===== src/rtl/tone_sequencer_pkg.sv =====
// Shared types, field widths and tune ROM contents for the tone sequencer.
// Each ROM entry is {note, dur}; dur = 0 marks the end of a tune.
package tone_pkg;

    typedef enum logic [1:0] {IDLE, FETCH, PLAY, GAP} state_t;

    localparam int unsigned NOTE_W    = 5;
    localparam int unsigned DUR_W     = 5;
    localparam int unsigned SLOT_SIZE = 8;
    localparam int unsigned ROM_DEPTH = 32;
    localparam int unsigned ADDR_W    = $clog2(ROM_DEPTH);

    localparam logic [NOTE_W-1:0] NOTE_REST = 5'd0;

    typedef struct packed {
        logic [NOTE_W-1:0] note;
        logic [DUR_W-1:0]  dur;
    } entry_t;

    localparam entry_t TUNE_ROM [ROM_DEPTH] = '{
        {5'd6,  5'd2}, {5'd10, 5'd1}, {5'd13, 5'd3}, {5'd0, 5'd0},
        {5'd0,  5'd0}, {5'd0,  5'd0}, {5'd0,  5'd0}, {5'd0, 5'd0},
        {5'd15, 5'd1}, {5'd0,  5'd0}, {5'd0,  5'd0}, {5'd0, 5'd0},
        {5'd0,  5'd0}, {5'd0,  5'd0}, {5'd0,  5'd0}, {5'd0, 5'd0},
        {5'd1,  5'd1}, {5'd1,  5'd1}, {5'd1,  5'd1}, {5'd1, 5'd1},
        {5'd1,  5'd1}, {5'd1,  5'd1}, {5'd1,  5'd1}, {5'd1, 5'd1},
        {5'd0,  5'd0}, {5'd0,  5'd0}, {5'd0,  5'd0}, {5'd0, 5'd0},
        {5'd0,  5'd0}, {5'd0,  5'd0}, {5'd0,  5'd0}, {5'd0, 5'd0}
    };

endpackage


===== src/rtl/tone_sequencer_if.sv =====
// Control-side handshake of the tone sequencer: requests in, note/status out.
interface tone_sequencer_if;

    logic       start;
    logic [1:0] tune_sel;
    logic       stop;
    logic [4:0] note;
    logic       busy;
    logic       done;

    modport master (output start, tune_sel, stop, input note, busy, done);
    modport slave  (input start, tune_sel, stop, output note, busy, done);

endinterface


===== src/rtl/tone_sequencer_tune_rom.sv =====
// Synchronous-read 32x10 tune ROM, contents taken from the package.
module tune_rom
    import tone_pkg::*;
(
    input  logic              clk,
    input  logic [ADDR_W-1:0] addr,
    output entry_t            data
);

    always_ff @(posedge clk) begin
        data <= TUNE_ROM[addr];
    end

endmodule


===== src/rtl/tone_sequencer.sv =====
// Steps through a ROM tune, holding each note for dur ticks and inserting a
// silent gap between notes; sole driver of the tone generator's note code.
module tone_sequencer
    import tone_pkg::*;
#(
    parameter int unsigned TICK_DIV  = 1_000_000,
    parameter int unsigned GAP_TICKS = 2
) (
    input  logic              clk,
    input  logic              rst_n,
    tone_sequencer_if.slave   bus
);

    localparam int unsigned CW       = $clog2(31 * TICK_DIV + 1);
    localparam int unsigned SLOT_W   = $clog2(SLOT_SIZE) + 1;
    localparam int unsigned GAP_CYC  = GAP_TICKS * TICK_DIV;
    localparam logic [CW-1:0] GAP_LOAD = CW'(GAP_CYC - 1);

    state_t            state;
    logic [CW-1:0]     cnt;
    logic [1:0]        tune_q, tune_nx;
    logic [SLOT_W-1:0] slot_q, slot_nx;
    entry_t            rom_q;
    logic              accept, abort, advance;

    assign abort   = bus.stop && (state != IDLE);
    assign accept  = bus.start && !bus.stop;
    assign advance = (cnt == '0) &&
                     ((state == GAP) || (state == PLAY && GAP_TICKS == 0));

    // ROM is addressed with the next index so its registered output always
    // matches the index held during FETCH.
    always_comb begin
        tune_nx = tune_q;
        slot_nx = slot_q;
        if (accept) begin
            tune_nx = bus.tune_sel;
            slot_nx = '0;
        end else if (!abort && advance) begin
            slot_nx = slot_q + 1'b1;
        end
    end

    tune_rom u_rom (
        .clk  (clk),
        .addr ({tune_nx, slot_nx[SLOT_W-2:0]}),
        .data (rom_q)
    );

    always_ff @(posedge clk or negedge rst_n) begin
        if (!rst_n) begin
            state    <= IDLE;
            bus.note <= NOTE_REST;
            bus.busy <= 1'b0;
            bus.done <= 1'b0;
            cnt      <= '0;
            tune_q   <= '0;
            slot_q   <= '0;
        end else begin
            tune_q   <= tune_nx;
            slot_q   <= slot_nx;
            bus.done <= 1'b0;
            if (abort) begin
                state    <= IDLE;
                bus.note <= NOTE_REST;
                bus.busy <= 1'b0;
            end else if (accept) begin
                state    <= FETCH;
                bus.note <= NOTE_REST;
                bus.busy <= 1'b1;
            end else begin
                unique case (state)
                    FETCH: begin
                        if (slot_q >= SLOT_W'(SLOT_SIZE) || rom_q.dur == '0) begin
                            state    <= IDLE;
                            bus.busy <= 1'b0;
                            bus.done <= 1'b1;
                        end else begin
                            state    <= PLAY;
                            bus.note <= rom_q.note;
                            cnt      <= CW'(32'(rom_q.dur) * TICK_DIV - 32'd1);
                        end
                    end
                    PLAY: begin
                        if (cnt == '0) begin
                            bus.note <= NOTE_REST;
                            if (GAP_TICKS == 0) begin
                                state <= FETCH;
                            end else begin
                                state <= GAP;
                                cnt   <= GAP_LOAD;
                            end
                        end else begin
                            cnt <= cnt - 1'b1;
                        end
                    end
                    GAP: begin
                        if (cnt == '0) state <= FETCH;
                        else           cnt   <= cnt - 1'b1;
                    end
                    default: ;
                endcase
            end
        end
    end

endmodule

===== src/flat_wrapper.sv =====
// flat-port wrapper written by rule: the top's interface ports become plain ports
module tone_sequencer_flat import tone_pkg::*;
#(
    parameter int unsigned TICK_DIV  = 1_000_000,
    parameter int unsigned GAP_TICKS = 2
)
  (clk, rst_n, bus_start, bus_tune_sel, bus_stop, bus_note, bus_busy, bus_done);
  tone_sequencer_if bus_i ();
  input  logic clk;
  input  logic rst_n;
  input wire logic [$bits(bus_i.start)-1:0] bus_start;
  input wire logic [$bits(bus_i.tune_sel)-1:0] bus_tune_sel;
  input wire logic [$bits(bus_i.stop)-1:0] bus_stop;
  output wire logic [$bits(bus_i.note)-1:0] bus_note;
  output wire logic [$bits(bus_i.busy)-1:0] bus_busy;
  output wire logic [$bits(bus_i.done)-1:0] bus_done;
  assign bus_i.start = bus_start;
  assign bus_i.tune_sel = bus_tune_sel;
  assign bus_i.stop = bus_stop;
  assign bus_note = bus_i.note;
  assign bus_busy = bus_i.busy;
  assign bus_done = bus_i.done;
  tone_sequencer #(.TICK_DIV(TICK_DIV), .GAP_TICKS(GAP_TICKS)) u_core (.clk(clk), .rst_n(rst_n), .bus(bus_i));
endmodule

===== config.mk =====
export PLATFORM = sky130hd
export DESIGN_NAME = tone_sequencer_flat
export DESIGN_NICKNAME = d
export VERILOG_FILES = /design/src/rtl/tone_sequencer_pkg.sv /design/src/rtl/tone_sequencer_if.sv /design/src/rtl/tone_sequencer_tune_rom.sv /design/src/rtl/tone_sequencer.sv /design/src/flat_wrapper.sv
export SDC_FILE = /design/constraint.sdc
export NUM_CORES = 1
export LEC_CHECK = 0
export CORE_MARGIN = 2
export CORE_UTILIZATION = 45
export CTS_CLUSTER_SIZE = 12
export DETAILED_ROUTE_END_ITERATION = 10
export GPL_ROUTABILITY_DRIVEN = 0
export PLACE_DENSITY_LB_ADDON = 0.15
export SKIP_CTS_REPAIR_TIMING = 1
export SLEW_MARGIN = 30
export SYNTH_ARGS = -nofsm -noshare
export SYNTH_HDL_FRONTEND = slang
export SYNTH_HIERARCHICAL = 1
export SYNTH_SLANG_ARGS = --single-unit

===== constraint.sdc =====
create_clock -name clk -period 4.76 [get_ports clk]
set_clock_uncertainty 0.15 [all_clocks]
set_input_delay 0.952 -clock clk [delete_from_list [all_inputs] [get_ports clk]]
set_output_delay 0.952 -clock clk [all_outputs]
set_load 0.02 [all_outputs]

==> impl_metrics.yaml, run 1 <==
run_status:
  run_status: "finished, final reports clean"
power:
  switching_share: 0.450
  p_int_w: 0.00113
  power.density_nw_per_um2: 474
  seqPwrFrac: 0.299
  power_leakage_nw: 1.79
  comb_power_share: 0.554
  switchingPower_w: 0.000925
  ir_drop_mv: 0.241
  clkPwrFrac: 0.147
floorplanning:
  start_util: 0.464
  core_area_sq_um: 8720
  dieArea_sq_um: 9770
  ios: 13
  dieWidth_um: 98.8
  die_h_um: 98.8
  num_rows: 34
cells_and_area:
  layoutNonFillerInstCount: 598
  nets: 541
  area_delta_synth_final_pct: 7.02
  num_antenna_cells: 0
  drive_above_1_share: 0.0755
routing:
  wl_mm: 9.39
  num_vias: 3515
  postRouteAntennaNets: 0
  avgRoutedWirePerCell_um: 15.7
  drc: 0
  drtPass1Iterations: 4
  drtIter0Drc: 186
  vias_per_cell: 5.88
clock_network:
  cts_buffers: 5
  root_buffer: "clkbuf_8"
  clockBufferDepth: 2
  clock-sinks: 46
  cts_max_level: 2
  cts_tree: "done"
  clk_pin_slew_ns: 0.09
  clkLatencyLatePin_ns: 0.30
grt:
  grt_use_total: 0.198
  grt_first_pass_wirelength_mm: 16.1
  grt_max_degree: 41
  grt_overflow: 0
  antenna_found_initial: 0
  grt_pass1_vias: 3315
timing:
  finalHoldViolCount: 0
  final_max_slew_viol_count: 0
  setup_violations: 0
  tightest_slew_ns: 0.822
  finalCriticalPeriod_ns: 4.16
  rsz0062_at_grt: "no"
  fmax_ghz: 0.240
  period_share: 0.875
  slew_headroom: 0.452
  hold_slack_ns: 0.312
  fin_tns_setup_ns: 0
yosys:
  yosysUniqueCellTypes: 72
  synth_cells: 483
  synth_seq_area_share: 0.277
  ys.flop_type: "dfrtp_1"
  async_flop_share: 0.870
  synth_area_sq_um: 4050
  yosysWarnings: 6
  synth_edf_count: 0
  synth-seq-cells: 46
  syn_area_per_cell_sq_um: 8.38
setup_path:
  worstPathArrival_ns: 4.23
  cp_max_fo: 10
  worst_setup_path_end_kind: "flop"
  crit_type: "reg -> reg"
  worstPathRequired_ns: 4.82
  startpoint_type: "flop"
hold_path:
  hold_class: "reg -> reg"
place:
  io_buffers: 12
  dp.cells: 590
  dp_hpwl_mm: 7.04
flow_run:
  cap_violations: 0
-- synthesized netlist by cell type, drive strengths merged (6+ instances only) --
cell    count  share of area
xnor2      18          0.039
o21ai      40          0.050
ha         40           0.12
clkbuf      9         0.0090
dfrtp      40           0.25
a31oi       6          0.013
dfxtp       6          0.030
inv        27          0.025
nor3       26          0.035
nand2      41          0.038
fa          6          0.030
nor2       41          0.038
nand3      10          0.014
buf        11          0.021
a21oi      43          0.054
o22ai       8          0.012
nor4       10          0.022
-- metrics by stage --
stage               utilization  instance area, sq um  total power, W  setup slack, ns
global route              0.497                  4330         0.00224            0.345
finish                    0.497                  4330         0.00205            0.596
floorplan                     -                  4060         0.00147            0.924
CTS                       0.496                  4330         0.00203            0.600
global placement          0.484                  4220         0.00170            0.764
detailed placement        0.484                  4220         0.00171            0.633
-- cell usage in the layout (no fill, tap or decap), types with 5 or more instances in the layout --
cell type        count
nor3_1              24
fa_1                 6
clkbuf_8             5
dfrtp_1             40
clkdlybuf4s50_1     11
and2_1               5
inv_1               27
nand2_1             41
or3_1                5
o21ai_0             37
nor2_1              41
nor4_1               7
dfxtp_1              6
nand3_1              9
o22ai_1              8
xnor2_1             18
a21oi_1             42
a22o_1               5
buf_4                5
ha_1                40
xor2_1               5
a31oi_1              5
-- power groups by stage --
stage	clock (W)	sequential [W]	combinational [W]
3_5_place_dp	0	0.000620	0.00109
2_1_floorplan	0	0.000622	0.000843
5_1_grt	0.000326	0.000635	0.00127
6_report	0.000302	0.000615	0.00114
3_3_place_gp	0	0.000618	0.00108
4_1_cts	0.000312	0.000613	0.00110
-- logic make-up (layout without fill, tap and decap cells) --
| kind of cell | count (synthesis) | after routing | synth area share |
|---|---|---|---|
| simple gates | 179 | 179 | 0.240 |
| compound gates | 136 | 136 | 0.211 |
| buf+inv | 47 | 51 | 0.0553 |
| fa+ha+maj | 46 | 46 | 0.153 |
| flops | 46 | 46 | 0.277 |
| xor+xnor | 23 | 23 | 0.0498 |
| mux | 5 | 5 | 0.0130 |
| other cells | 1 | 4 | 0.000926 |
-- worst max-delay path, stage by stage (launching register included) --
cell,delay (ns)
dfxtp_1,0.58
inv_1,0.20
fa_1,0.54
fa_1,0.51
inv_1,0.04
ha_1,0.36
nor3b_1,0.16
o31a_1,0.12
nor4_2,0.37
o21ai_2,0.16
or3_1,0.41
o31a_1,0.25
o31ai_1,0.22
-- worst paths after layout --
| kind | slack, ns | startpoint | end | cells after the start |
|---|---|---|---|---|
| min reg2reg | 0.31 | u_core/u_rom/data[8] | u_core/bus.note[3] | 1 |
| max in group asynchronous | 3.62 | rst_n | u_core/cnt[19] | 1 |
| min in group asynchronous | 0.47 | rst_n | u_core/cnt[0] | 1 |
| max reg2reg | 0.60 | u_core/u_rom/data[1] | u_core/cnt[24] | 12 |
| min | 0.31 | u_core/u_rom/data[8] | u_core/bus.note[3] | 1 |
| max | 0.60 | u_core/u_rom/data[1] | u_core/cnt[24] | 12 |
-- metal layers --
| layer | vias to the layer above | track usage | wire, um |
|---|---|---|---|
| li1 | 1762 | - | - |
| met1 | 1687 | 0.281 | 4710 |
| met2 | 60 | 0.331 | 4380 |
| met3 | 6 | 0.0170 | 219 |
| met4 | 0 | 0.0390 | 80 |
| met5 | - | 0 | 0 |
-- layout make-up --
type / count / area [sq um]
Fill cell: 854 / 4390
Multi-Input combinational cell: 393 / 2710
Sequential cell: 46 / 1120
Timing Repair Buffer: 16 / 148
Tap cell: 108 / 135
Inverter: 27 / 101
Clock buffer: 5 / 68.8
Clock inverter: 3 / 43.8
-- sequential cells by signal, indices dropped and copies added, names as in the netlist --
register,count
u_core/slot_q,4
u_core/u_rom/data,6
u_core/bus.busy,1
u_core/bus.done,1
u_core/tune_q,2
u_core/state,2
u_core/cnt,25
u_core/bus.note,5
Power figures use the tool's default switching activity.
==> run 2, diff against run 1 <==
- CELL_PAD_IN_SITES_DETAIL_PLACEMENT: not set -> 1
- CELL_PAD_IN_SITES_GLOBAL_PLACEMENT: not set -> 2
- CORE_UTILIZATION: 45 -> 39
==> run 2 against run 1 <==
  * Design area grew 0.46%
  * Combinational power is essentially flat
  * Non-clock buffer count grew 1
  * Global-route usage grew 0.51 points
  * Die area grew 15%
  * Largest cell class unchanged
  * Clock power shrank 17%
  * Cell count grew 4.8%
  * Register-to-register slack is essentially flat
==> impl_metrics.yaml, run 2 (same netlist as run 1, synthesis figures left out) <==
setup_path:
  worst_setup_path_end_kind: "flop"
  cp_max_fo: 10
  regToRegStartpoint: "u_core/u_rom/data[1]"
  startpoint_type: "flop"
  crit_type: "reg -> reg"
  worstReg2RegEnd: "u_core/cnt[24]"
  crit_path_cell_trace: "inv_1 -> fa_1 -> fa_1 -> inv_1 -> ha_1 -> nor3b_1 -> o31a_1 -> nor4_2 -> o21ai_2 -> or3_1 -> o31a_1 -> o31ai_1"
  worstPathArrival_ns: 4.23
  rrSetupSlack_ns: 0.59
  worstPathRequired_ns: 4.82
  critPathMaxStageDelay_ns: 0.55
  critPathSlowestCell: "dfxtp_1"
  r2r_cells: 12
routing:
  num_vias: 3533
  wl_met3_um: 186
  drc: 0
  wl_mm: 10.7
  wl_met1_mm: 5.35
  routed.top_layer: "met4"
  wl_met2_mm: 5.00
  drtPass1Iterations: 5
  vias_per_cell: 5.63
  drtIter0Drc: 122
  postRouteAntennaNets: 0
  avgRoutedWirePerCell_um: 17.0
power:
  power_leakage_nw: 1.78
  power.density_nw_per_um2: 467
  switchingPower_w: 0.000951
  total_power_w: 0.00203
  clkPwrFrac: 0.124
  seqPwrFrac: 0.304
  switching_share: 0.468
  ir_drop_mv: 0.217
  comb_power_share: 0.572
  p_int_w: 0.00108
place:
  dp.cells: 619
  dp_hpwl_mm: 8.31
  io_buffers: 12
timing:
  final_max_slew_viol_count: 0
  hold_slack_ns: 0.314
  fin_tns_setup_ns: 0
  tightest_slew_ns: 0.826
  period_share: 0.877
  fmax_ghz: 0.240
  setup_violations: 0
  slew_headroom: 0.449
  finalHoldViolCount: 0
  rsz0062_at_grt: "no"
  finalCriticalPeriod_ns: 4.17
cells_and_area:
  mostFrequentLayoutCell: "a21oi_1"
  drive_above_1_share: 0.0774
  nets: 542
  num_antenna_cells: 0
  reg.largest.list: "u_core/cnt x25, u_core/u_rom/data x6, u_core/bus.note x5"
  area_delta_synth_final_pct: 7.51
  largest_register: "u_core/cnt"
  layout_common_cells: "a21oi_1 (42), nor2_1 (41), nand2_1 (41), ha_1 (40), dfrtp_1 (40)"
  largest_reg_flops: 25
  layoutNonFillerInstCount: 627
grt:
  grt_use_total: 0.203
  grt_pass1_vias: 3719
  grt_overflow: 0
  grt_first_pass_wirelength_mm: 18.5
  antenna_found_initial: 0
  grt_max_degree: 41
hold_path:
  holdPathEnd: "u_core/bus.note[0]"
  hold_class: "reg -> reg"
  hold_depth: 1
  holdCritStartpoint: "u_core/u_rom/data[5]"
clock_network:
  clock-sinks: 46
  cts_max_level: 2
  cts_buffers: 5
  clockBufferDepth: 2
  clk_pin_slew_ns: 0.09
  cts_tree: "done"
  clkLatencyLatePin_ns: 0.31
  root_buffer: "clkbuf_8"
run_status:
  run_status: "finished, final reports clean"
floorplanning:
  core_area_sq_um: 10200
  start_util: 0.397
  die_h_um: 106
  dieArea_sq_um: 11200
  ios: 13
  num_rows: 37
  dieWidth_um: 106
flow_run:
  cap_violations: 0
## run 2: cell types whose count changed in the layout (fill, tap and decap cells not counted), sizes merged
cell	change
bufinv	-1
buf	+1
inv	-1
clkinvlp	+1
clkinv	+1
## run 2: per-layer routing
layer | vias to the layer above | track usage
met2 | 30 | 0.347
met3 | 8 | 0.0210
li1 | 1758 | -
met5 | - | 0
met4 | 0 | 0.0423
met1 | 1737 | 0.278
## run 2: area by class of cell
type / instances / area [sq um]
inverters: 27 / 101
multi-input cells: 393 / 2710
repair buffers: 17 / 155
clock buffers: 5 / 68.8
flip-flops and latches: 46 / 1120
fillers: 1244 / 5830
well taps: 136 / 170
clock inverters: 3 / 21.3
## run 2: worst max path at each step
stage,cells past startpoint,endpoint,from
2_1_floorplan,12,u_core/cnt[24],u_core/u_rom/data[1]
3_3_place_gp,12,u_core/cnt[24],u_core/u_rom/data[1]
3_5_place_dp,12,u_core/cnt[24],u_core/u_rom/data[1]
4_1_cts,12,u_core/cnt[24],u_core/u_rom/data[1]
5_1_grt,12,u_core/cnt[24],u_core/u_rom/data[1]
6_report,12,u_core/cnt[24],u_core/u_rom/data[1]
## run 2: metrics by stage
| stage | area [sq um] | worst slack [ns] | util |
|---|---|---|---|
| 6_report | 4350 | 0.586 | 0.427 |
| 5_1_grt | 4350 | 0.305 | 0.427 |
| 4_1_cts | 4350 | 0.536 | 0.427 |
| 3_5_place_dp | 4260 | 0.550 | 0.418 |
| 3_3_place_gp | 4260 | 0.740 | 0.418 |
| 2_1_floorplan | 4060 | 0.924 | - |
## run 2: worst max-delay path: cells and delay by family, from the launching register on
family	cells	cell delay, ns
and+or+nand+nor	3	0.97
DFF	1	0.55
adders and majority gates	3	1.40
AOI/OAI and AO/OA	4	0.77
buffers and inverters	2	0.24
## run 2: power by group through the flow
stage               sequential (W)  clock [W]  combinational (W)
floorplan                 0.000622          0           0.000843
global placement          0.000619          0            0.00111
detailed placement        0.000625          0            0.00113
CTS                       0.000618   0.000262            0.00114
global route              0.000640   0.000274            0.00131
finish                    0.000618   0.000251            0.00116
